`src/rtl/pwm_controller_if.sv`:
```
// Configuration write port of pwm_controller.
//
// Handshake: cfg_valid is a single-cycle write strobe with no ready/back-pressure.
// The slave always accepts, sampling cfg_addr/cfg_data on the rising clk edge
// where cfg_valid is high. The master must hold cfg_addr/cfg_data stable for
// that cycle only.
//
// Signals:
//   cfg_valid  1  write strobe
//   cfg_addr   7  register address (0x00-0x04 decoded, others ignored)
//   cfg_data   8  write data
interface pwm_controller_if;
  logic       cfg_valid;
  logic [6:0] cfg_addr;
  logic [7:0] cfg_data;

  modport master (output cfg_valid, output cfg_addr, output cfg_data);
  modport slave  (input  cfg_valid, input  cfg_addr, input  cfg_data);
endinterface

```
`src/rtl/pwm_controller.sv`:
```
// Double-buffered PWM controller for 16 outputs.
//
// Register writes land in shadow registers. The shadow set is copied to the
// active set atomically at the PWM period boundary (wrap event), so an output
// never shows a half-updated configuration.
//
// Ports:
//   clk             system clock
//   rst_n           asynchronous active-low reset
//   cfg             configuration write port (slave side)
//   out[15:0]       registered output pins
//   period_start    one-clk pulse on the first clk of each PWM period
//   update_pending  shadow written but not yet committed to active
//
// Register map (shadow and active):
//   0x00 en[7:0]   0x01 en[15:8]
//   0x02 mode[7:0] 0x03 mode[15:8]   (1 = PWM, 0 = static high)
//   0x04 duty[7:0]
module pwm_controller #(
  parameter int unsigned PRESCALE = 13
) (
  input  logic            clk,
  input  logic            rst_n,
  pwm_controller_if.slave cfg,
  output logic [15:0]     out,
  output logic            period_start,
  output logic            update_pending
);

  localparam logic [15:0] PRE_LAST = 16'(PRESCALE - 1);

  logic [15:0] pre_cnt;
  logic [7:0]  pwm_cnt;
  logic        tick;
  logic        wrap;
  logic        write_hit;

  logic [15:0] shadow_en;
  logic [15:0] shadow_mode;
  logic [7:0]  shadow_duty;
  logic [15:0] active_en;
  logic [15:0] active_mode;
  logic [7:0]  active_duty;

  logic        pwm_level;
  logic [15:0] out_next;

  assign tick      = (pre_cnt == PRE_LAST);
  assign wrap      = tick && (pwm_cnt == 8'hFF);
  assign write_hit = cfg.cfg_valid && (cfg.cfg_addr <= 7'd4);

  // Prescaler: one tick every PRESCALE clks.
  always_ff @(posedge clk or negedge rst_n) begin
    if (!rst_n) begin
      pre_cnt <= '0;
    end else if (tick) begin
      pre_cnt <= '0;
    end else begin
      pre_cnt <= pre_cnt + 16'd1;
    end
  end

  // Period counter: 256 ticks per period, wraps naturally.
  always_ff @(posedge clk or negedge rst_n) begin
    if (!rst_n) begin
      pwm_cnt <= '0;
    end else if (tick) begin
      pwm_cnt <= pwm_cnt + 8'd1;
    end
  end

  // Shadow registers take writes immediately.
  always_ff @(posedge clk or negedge rst_n) begin
    if (!rst_n) begin
      shadow_en   <= '0;
      shadow_mode <= '0;
      shadow_duty <= '0;
    end else if (write_hit) begin
      case (cfg.cfg_addr[2:0])
        3'd0:    shadow_en[7:0]    <= cfg.cfg_data;
        3'd1:    shadow_en[15:8]   <= cfg.cfg_data;
        3'd2:    shadow_mode[7:0]  <= cfg.cfg_data;
        3'd3:    shadow_mode[15:8] <= cfg.cfg_data;
        3'd4:    shadow_duty       <= cfg.cfg_data;
        default: ;
      endcase
    end
  end

  // Active registers copy the shadow on the wrap edge. A write on the same
  // edge only reaches the shadow, so active sees the pre-write value.
  always_ff @(posedge clk or negedge rst_n) begin
    if (!rst_n) begin
      active_en   <= '0;
      active_mode <= '0;
      active_duty <= '0;
    end else if (wrap) begin
      active_en   <= shadow_en;
      active_mode <= shadow_mode;
      active_duty <= shadow_duty;
    end
  end

  // A write wins over the commit clear: the new data is still uncommitted.
  always_ff @(posedge clk or negedge rst_n) begin
    if (!rst_n) begin
      update_pending <= 1'b0;
    end else if (write_hit) begin
      update_pending <= 1'b1;
    end else if (wrap) begin
      update_pending <= 1'b0;
    end
  end

  always_ff @(posedge clk or negedge rst_n) begin
    if (!rst_n) begin
      period_start <= 1'b0;
    end else begin
      period_start <= wrap;
    end
  end

  // 0xFF needs its own case: pwm_cnt < 0xFF is false for the last tick.
  always_comb begin
    pwm_level = 1'b0;
    if (active_duty == 8'hFF) begin
      pwm_level = 1'b1;
    end else if (active_duty != 8'h00) begin
      pwm_level = (pwm_cnt < active_duty);
    end
  end

  // Disabled -> 0, static -> 1, PWM -> shared level.
  always_comb begin
    out_next = active_en & (~active_mode | {16{pwm_level}});
  end

  always_ff @(posedge clk or negedge rst_n) begin
    if (!rst_n) begin
      out <= '0;
    end else begin
      out <= out_next;
    end
  end

endmodule

```
`src/flat_wrapper.sv`:
```
// flat-port wrapper written by rule: the top's interface ports become plain ports
module pwm_controller_flat 
#(
  parameter int unsigned PRESCALE = 13
)
  (clk, rst_n, out, period_start, update_pending, cfg_cfg_valid, cfg_cfg_addr, cfg_cfg_data);
  pwm_controller_if cfg_i ();
  input  logic clk;
  input  logic rst_n;
  output logic [15:0] out;
  output logic period_start;
  output logic update_pending;
  input wire logic [$bits(cfg_i.cfg_valid)-1:0] cfg_cfg_valid;
  input wire logic [$bits(cfg_i.cfg_addr)-1:0] cfg_cfg_addr;
  input wire logic [$bits(cfg_i.cfg_data)-1:0] cfg_cfg_data;
  assign cfg_i.cfg_valid = cfg_cfg_valid;
  assign cfg_i.cfg_addr = cfg_cfg_addr;
  assign cfg_i.cfg_data = cfg_cfg_data;
  pwm_controller #(.PRESCALE(PRESCALE)) u_core (.clk(clk), .rst_n(rst_n), .cfg(cfg_i), .out(out), .period_start(period_start), .update_pending(update_pending));
endmodule
```
`config.mk`:
```
export PLATFORM = sky130hd
export DESIGN_NAME = pwm_controller_flat
export DESIGN_NICKNAME = d
export VERILOG_FILES = /design/src/rtl/pwm_controller_if.sv /design/src/rtl/pwm_controller.sv /design/src/flat_wrapper.sv
export SDC_FILE = /design/constraint.sdc
export NUM_CORES = 1
export LEC_CHECK = 0
export BUFFER_PORTS_ARGS = -buffer_cell sky130_fd_sc_hd__buf_2
export CAP_MARGIN = 25
export CORE_MARGIN = 5
export CORE_UTILIZATION = 40
export DETAILED_ROUTE_END_ITERATION = 7
export PLACE_DENSITY = 0.7
export SLEW_MARGIN = 0
export SYNTH_ARGS = -nofsm -noshare
export SYNTH_HDL_FRONTEND = slang
export SYNTH_SLANG_ARGS = --single-unit
```
`constraint.sdc`:
```
create_clock -name clk -period 1.9 [get_ports clk]
set_clock_uncertainty 0.2 [all_clocks]
set_input_delay 0.38 -clock clk [delete_from_list [all_inputs] [get_ports clk]]
set_output_delay 0.38 -clock clk [all_outputs]
set_load 0.03 [all_outputs]
```
# [Word level (Yosys, flattened, before mapping)]
# Index checks and enable logic that the tools add are counted.
[word_totals] register_bits=122 out_inout_bits=18 wordCells=42
[classes] n_addsub=2 n_lt_le_gt_ge=2 eq_ne=7 muxes=5 bitwise_logic=3 reduce_logical=10
[ops] cell="$add A16 B1 Y16 const B" count=1
[ops] cell="$and A16 B16 Y16" count=1
[ops] cell="$eq A16 B4 Y1 const B" count=1
[ops] cell="$eq A8 B8 Y1 const B" count=2
[ops] cell="$mux W16" count=1
[ops] cell="$not A16 Y16" count=1
[ops] cell="$or A16 B16 Y16" count=1
[ops] cell="$reduce_and A2 Y1" count=5
[ops] cell="$add A8 B1 Y8 const B" count=1
[ops] cell="$lt A8 B8 Y1" count=1
[ops] cell="$reduce_bool A8 Y1" count=1
[ops] cell="$le A7 B3 Y1 const B" count=1
[ops] cell="$eq A3 B2 Y1 const B" count=2
[ops] cell="$mux W1" count=4
[ops] cell="$eq A3 B1 Y1 const B" count=1
[ops] cell="$eq A3 B3 Y1 const B" count=1
[ops] cell="$logic_not A3 Y1" count=1
[ops] cell="$logic_and A1 B1 Y1" count=2
[ops] cell="$reduce_bool A2 Y1" count=1

# [Longest topological paths before layout]
[logic_depth] word_depth=5 mapped_depth=8 ltp_nobuf=6

# [Least setup slack after synthesis]
# Ideal clock, no wire load.
[synth_timing] path_type="register to register" start="reg u_core.pre_cnt[0]" end="reg u_core.active_duty[0]" arrival_ns=1.646 t_required_ns=1.575 slack_ns=-0.071 path_stages_with_launch=9 path_buffers=2 path_cell_list="dfrtp_1 inv_1 ha_1 nor4b_2 and4_1 buf_6 nand2_8 buf_6 mux2_4"
[synth_between] elab_chain_cells=2
[synth_lines] element="start: declaration" line="pwm_controller.sv:32" source="logic [15:0] pre_cnt;"
[synth_lines] element="start signal: assignment" line="pwm_controller.sv:59" source="pre_cnt <= pre_cnt + 16'd1;"
[synth_lines] element="$eq A16 B4 Y1" line="pwm_controller.sv:48" source="assign tick = (pre_cnt == PRE_LAST);"
[synth_lines] element="$logic_and A1 B1 Y1" line="pwm_controller.sv:49" source="assign wrap = tick && (pwm_cnt == 8'hFF);"
[synth_lines] element="end signal: assignment" line="pwm_controller.sv:100" source="active_duty <= shadow_duty;"
[synth_lines] element="end: declaration" line="pwm_controller.sv:43" source="logic [7:0] active_duty;"
# No other way between the ends.
# A chain may end at the register's enable or synchronous reset.

# [Worst setup path in the final report]
[layout_timing] start="reg u_core.pre_cnt[8]" end="reg u_core.active_duty[4]"
# Same word-level chain as after synthesis.

==> summary.md <==
| Metric | Value |
|---|---|
| EDFF count, synth | 0 |
| Total nets after synthesis | around 410 |
| Yosys warning count | 0 |
| Synth area leader | dfrtp_1 |
| Count leader, synth | dfrtp_1 |
| IO Count | 36 |
| Vias in the first global route | 3645 |
| ANT nets after route | 0 |
| Share of layout cells above drive strength 1 | a little under half |
| Slowest stage delay, CP | 0.39 ns |
| Vias/cell | between 5 and 6 |
| Final setup fails | 39 |
| CP max stage cell | dfrtp_1 |
| RSZ-0062 raised after global routing | true |
| Worst r2r path cells | 6 |
| Die Span X | roughly 120 µm |
| Final setup margin | -0.0652 ns |
| DIE HEIGHT | about 120 µm |
| Crit path to | u_core.active_duty[4] |
| Place WS | -0.177 ns |
| Post-synthesis cell area | 5000 µm² |
| Sequential cell area | 3050 µm² |
| Fillers | approximately 950 |
| Area of the multi-input gates | between 2000 and 2500 µm² |
| Seq cells post-synth | between 100 and 150 |
| CTS tree | yes |
| Clock Path Buffers | 2 |
| Cells after Synth | a little under 400 |
| Worst skew pair latency | between 0.4 and 0.5 ns |
| First-pass GRT wire length | ~18000 µm |
| Sink Count | between 100 and 150 |
| Hold_ws | around 0.086 ns |
| Worst Hold Depth | 2 |
| Initial Utilization | roughly 41% |
| Tcrit/Tclk final | 103% |
| Critical-path cell list | nor4_2, buf_4, nand4_1, and2b_4, clkbuf_16, o21ai_0 |
| Placed insts | 623 |
| Worst R2R End | u_core.active_duty[4] |
| Failing checks | setup timing |
| Critical Path RT | between 1.5 and 2 ns |
| Peak VDD IR | slightly below 0.0005 V |
| I/O Buffers | 35 |
| Core Rows | 40 |
| DR iter-0 viols | 218 |
| Critical Path Stages | 6 |
| Top FF cell, synth | dfrtp_1 |
| Clock Pin Slew Worst Setup and Hold Paths | approximately 0.060 ns |
| N_diodes | 0 |
| 1st-pass router iterations | 4 |
| Fin. max-slew vios | 0 |
| Critical Path Start | u_core.pre_cnt[8] |
| FF-to-FF Start | u_core.pre_cnt[8] |
| Final Hold Fails | 0 |
| CP Launch Type | flip-flop |
| Core Footprint | 12200 µm² |
| Synth top area share | about three fifths |
| Clk root buf | clkbuf_16 |
| CP Class | reg -> reg |
| CTS H-tree depth | 4 |
| Crit path max-delay family | simple AND/OR/NAND/NOR gates |
| Post-synth ARST share | 100% |
| Initial antenna violation count | 0 |
| GP Congestion | around 0.75 |
| WL/cell | between 15 and 20 µm |
| Top cells by area, synth | dfrtp_1 (61%), mux2_2 (11%), nand3_1 (3.3%), mux2_4 (2.7%), o21ai_0 (2.6%) |
| CTS Buf Count | 17 |
| WP data arrival | a little over 2 ns |
| Final worst path period need | 1.97 ns |
| CP endpoint kind | flip-flop |
| Largest net degree at the start of global routing | 38 |
| Critical-path maximum fanout | 6 |
| R2r setup slk | -0.07 ns |
| Slew margin rel. | between 60 and 70% |
| DRC Markers | 0 |
| Post-synthesis sequential area ratio | 61.0% |
| Status | finished, violations left |
| Slew @ Worst Pin | around 0.5 ns |
| Syn Area/Cell | ~13 µm² |
| Congestion Overflow GR | 0 |
| Die ar. | between 10000 and 15000 µm² |
| Via count | about 3.5k |
| Fmax | 0.509 GHz |
| Pwr dens | about 890 nW/µm² |
| Max Cap Viol | 0 |
| Cell Count, Final, Fillers Out | around 670 |
| Fin nets | 515 |
| Buffer and inverter count on the worst path | 2 |
| Layout area overhead | 37.2% |
| Leakage | ~0.0033 µW |
| Count of different cell masters after synthesis | 36 |
| HPWL Detailed | between 7000 and 8000 µm |
| Hold WC Path Type | in -> reg |
| Final WL | 12000 µm |
| Gr usage total | ~16% |
| Synth cell count leaders | dfrtp_1 (122), mux2_2 (50), nand3_1 (33) |
==> per-layer routing <==
metal	track usage, %	up-vias	routed length, µm
met4	5.39	0	117
met2	25.9	80	6310
met5	0	-	0
met1	19.8	1820	5110
li1	-	1587	-
met3	4.18	11	416
==> cells in the final DEF, fill, tap and decap left out, types with 8 or more instances in the layout <==
cell and n:
a31oi_4 10, buf_12 8, buf_2 34, buf_4 44, clkbuf_16 19, dfrtp_1 122
inv_1 24, mux2_2 50, mux2_4 9, nand3_1 29, nor2_1 11, o21ai_2 16
xnor2_1 11, xor2_1 9
==> worst min path at each step <==
stage / slack (ns) / startpoint / endpoint
final: 0.09 / cfg_cfg_data[1] / u_core.shadow_duty[1]
after global routing: 0.09 / cfg_cfg_data[1] / u_core.shadow_mode[9]
after CTS: 0.08 / cfg_cfg_data[1] / u_core.shadow_mode[9]
after detailed placement: 0.18 / rst_n / u_core.pwm_cnt[5]
after global placement: 0.18 / rst_n / u_core.pwm_cnt[4]
after floorplan: -0.12 / rst_n / u_core.active_duty[0]
==> worst register-to-register path, delay by kind of cell (launching register included) <==
family | cells | cell delay [ns]
AND/OR/NAND/NOR | 3 | 0.80
flip-flops | 1 | 0.39
buffers and inverters | 2 | 0.36
AO/OA/AOI/OAI | 1 | 0.09
==> final cells by class <==
type	count	area share, %
multi-input cells	223	30.6
inverters	27	1.48
repair buffers	96	11.7
well taps	168	3.06
clock buffers	18	6.40
clock inverters	14	2.31
flip-flops and latches	122	44.5
==> logic make-up (layout without fill, tap and decap cells) <==
| family | Yosys count | in the layout | share of synthesized area (%) |
|---|---|---|---|
| buffers and inverters | 42 | 155 | 3.70 |
| multiplexers | 59 | 59 | 14.0 |
| AND/OR/NAND/NOR | 84 | 86 | 9.83 |
| AO/OA/AOI/OAI | 48 | 48 | 5.50 |
| XOR/XNOR | 20 | 20 | 3.50 |
| flip-flops | 122 | 122 | 61.0 |
| adder cells (fa/ha/maj) | 10 | 10 | 2.50 |
==> where the power goes <==
| part | switching [µW] | leakage, µW | total (µW) | internal, µW |
|---|---|---|---|---|
| sequential | 43.4 | 0.00167 | 2720 | 2670 |
| clock | 1230 | 0.000289 | 3220 | 1990 |
| combinational | 109 | 0.00136 | 197 | 88.3 |
==> flip-flops by register name (all words and copies together), names as in the netlist <==
signal                 cells
u_core.update_pending      1
u_core.shadow_en          16
u_core.active_duty         8
u_core.period_start        1
u_core.active_mode        16
u_core.pre_cnt            16
u_core.shadow_duty         8
u_core.active_en          16
u_core.shadow_mode        16
u_core.out                16
u_core.pwm_cnt             8
==> per-stage QoR <==
stage	power, µW	area (µm²)	setup TNS [ns]	utilization [%]
6_report	6140	6870	-1.43	56.5
3_5_place_dp	2960	5730	-8.80	47.1
2_1_floorplan	2830	5020	-0.478	-
4_1_cts	6170	6490	-1.48	53.4
3_3_place_gp	2950	5730	-5.33	47.1
5_1_grt	6340	6870	-5.16	56.5
==> repair_timing <==
| item | CTS | global route |
|---|---|---|
| buffers inserted | 2 | 5 |
| hold buffers | 1 | 0 |
| pin swaps | 15 | 13 |
| resized for setup | 24 | 66 |
| hold endpoints to repair | 32 | 0 |
| setup endpoints to repair | 58 | 65 |
| gates cloned | 2 | 4 |
Power figures use the tool's default switching activity.
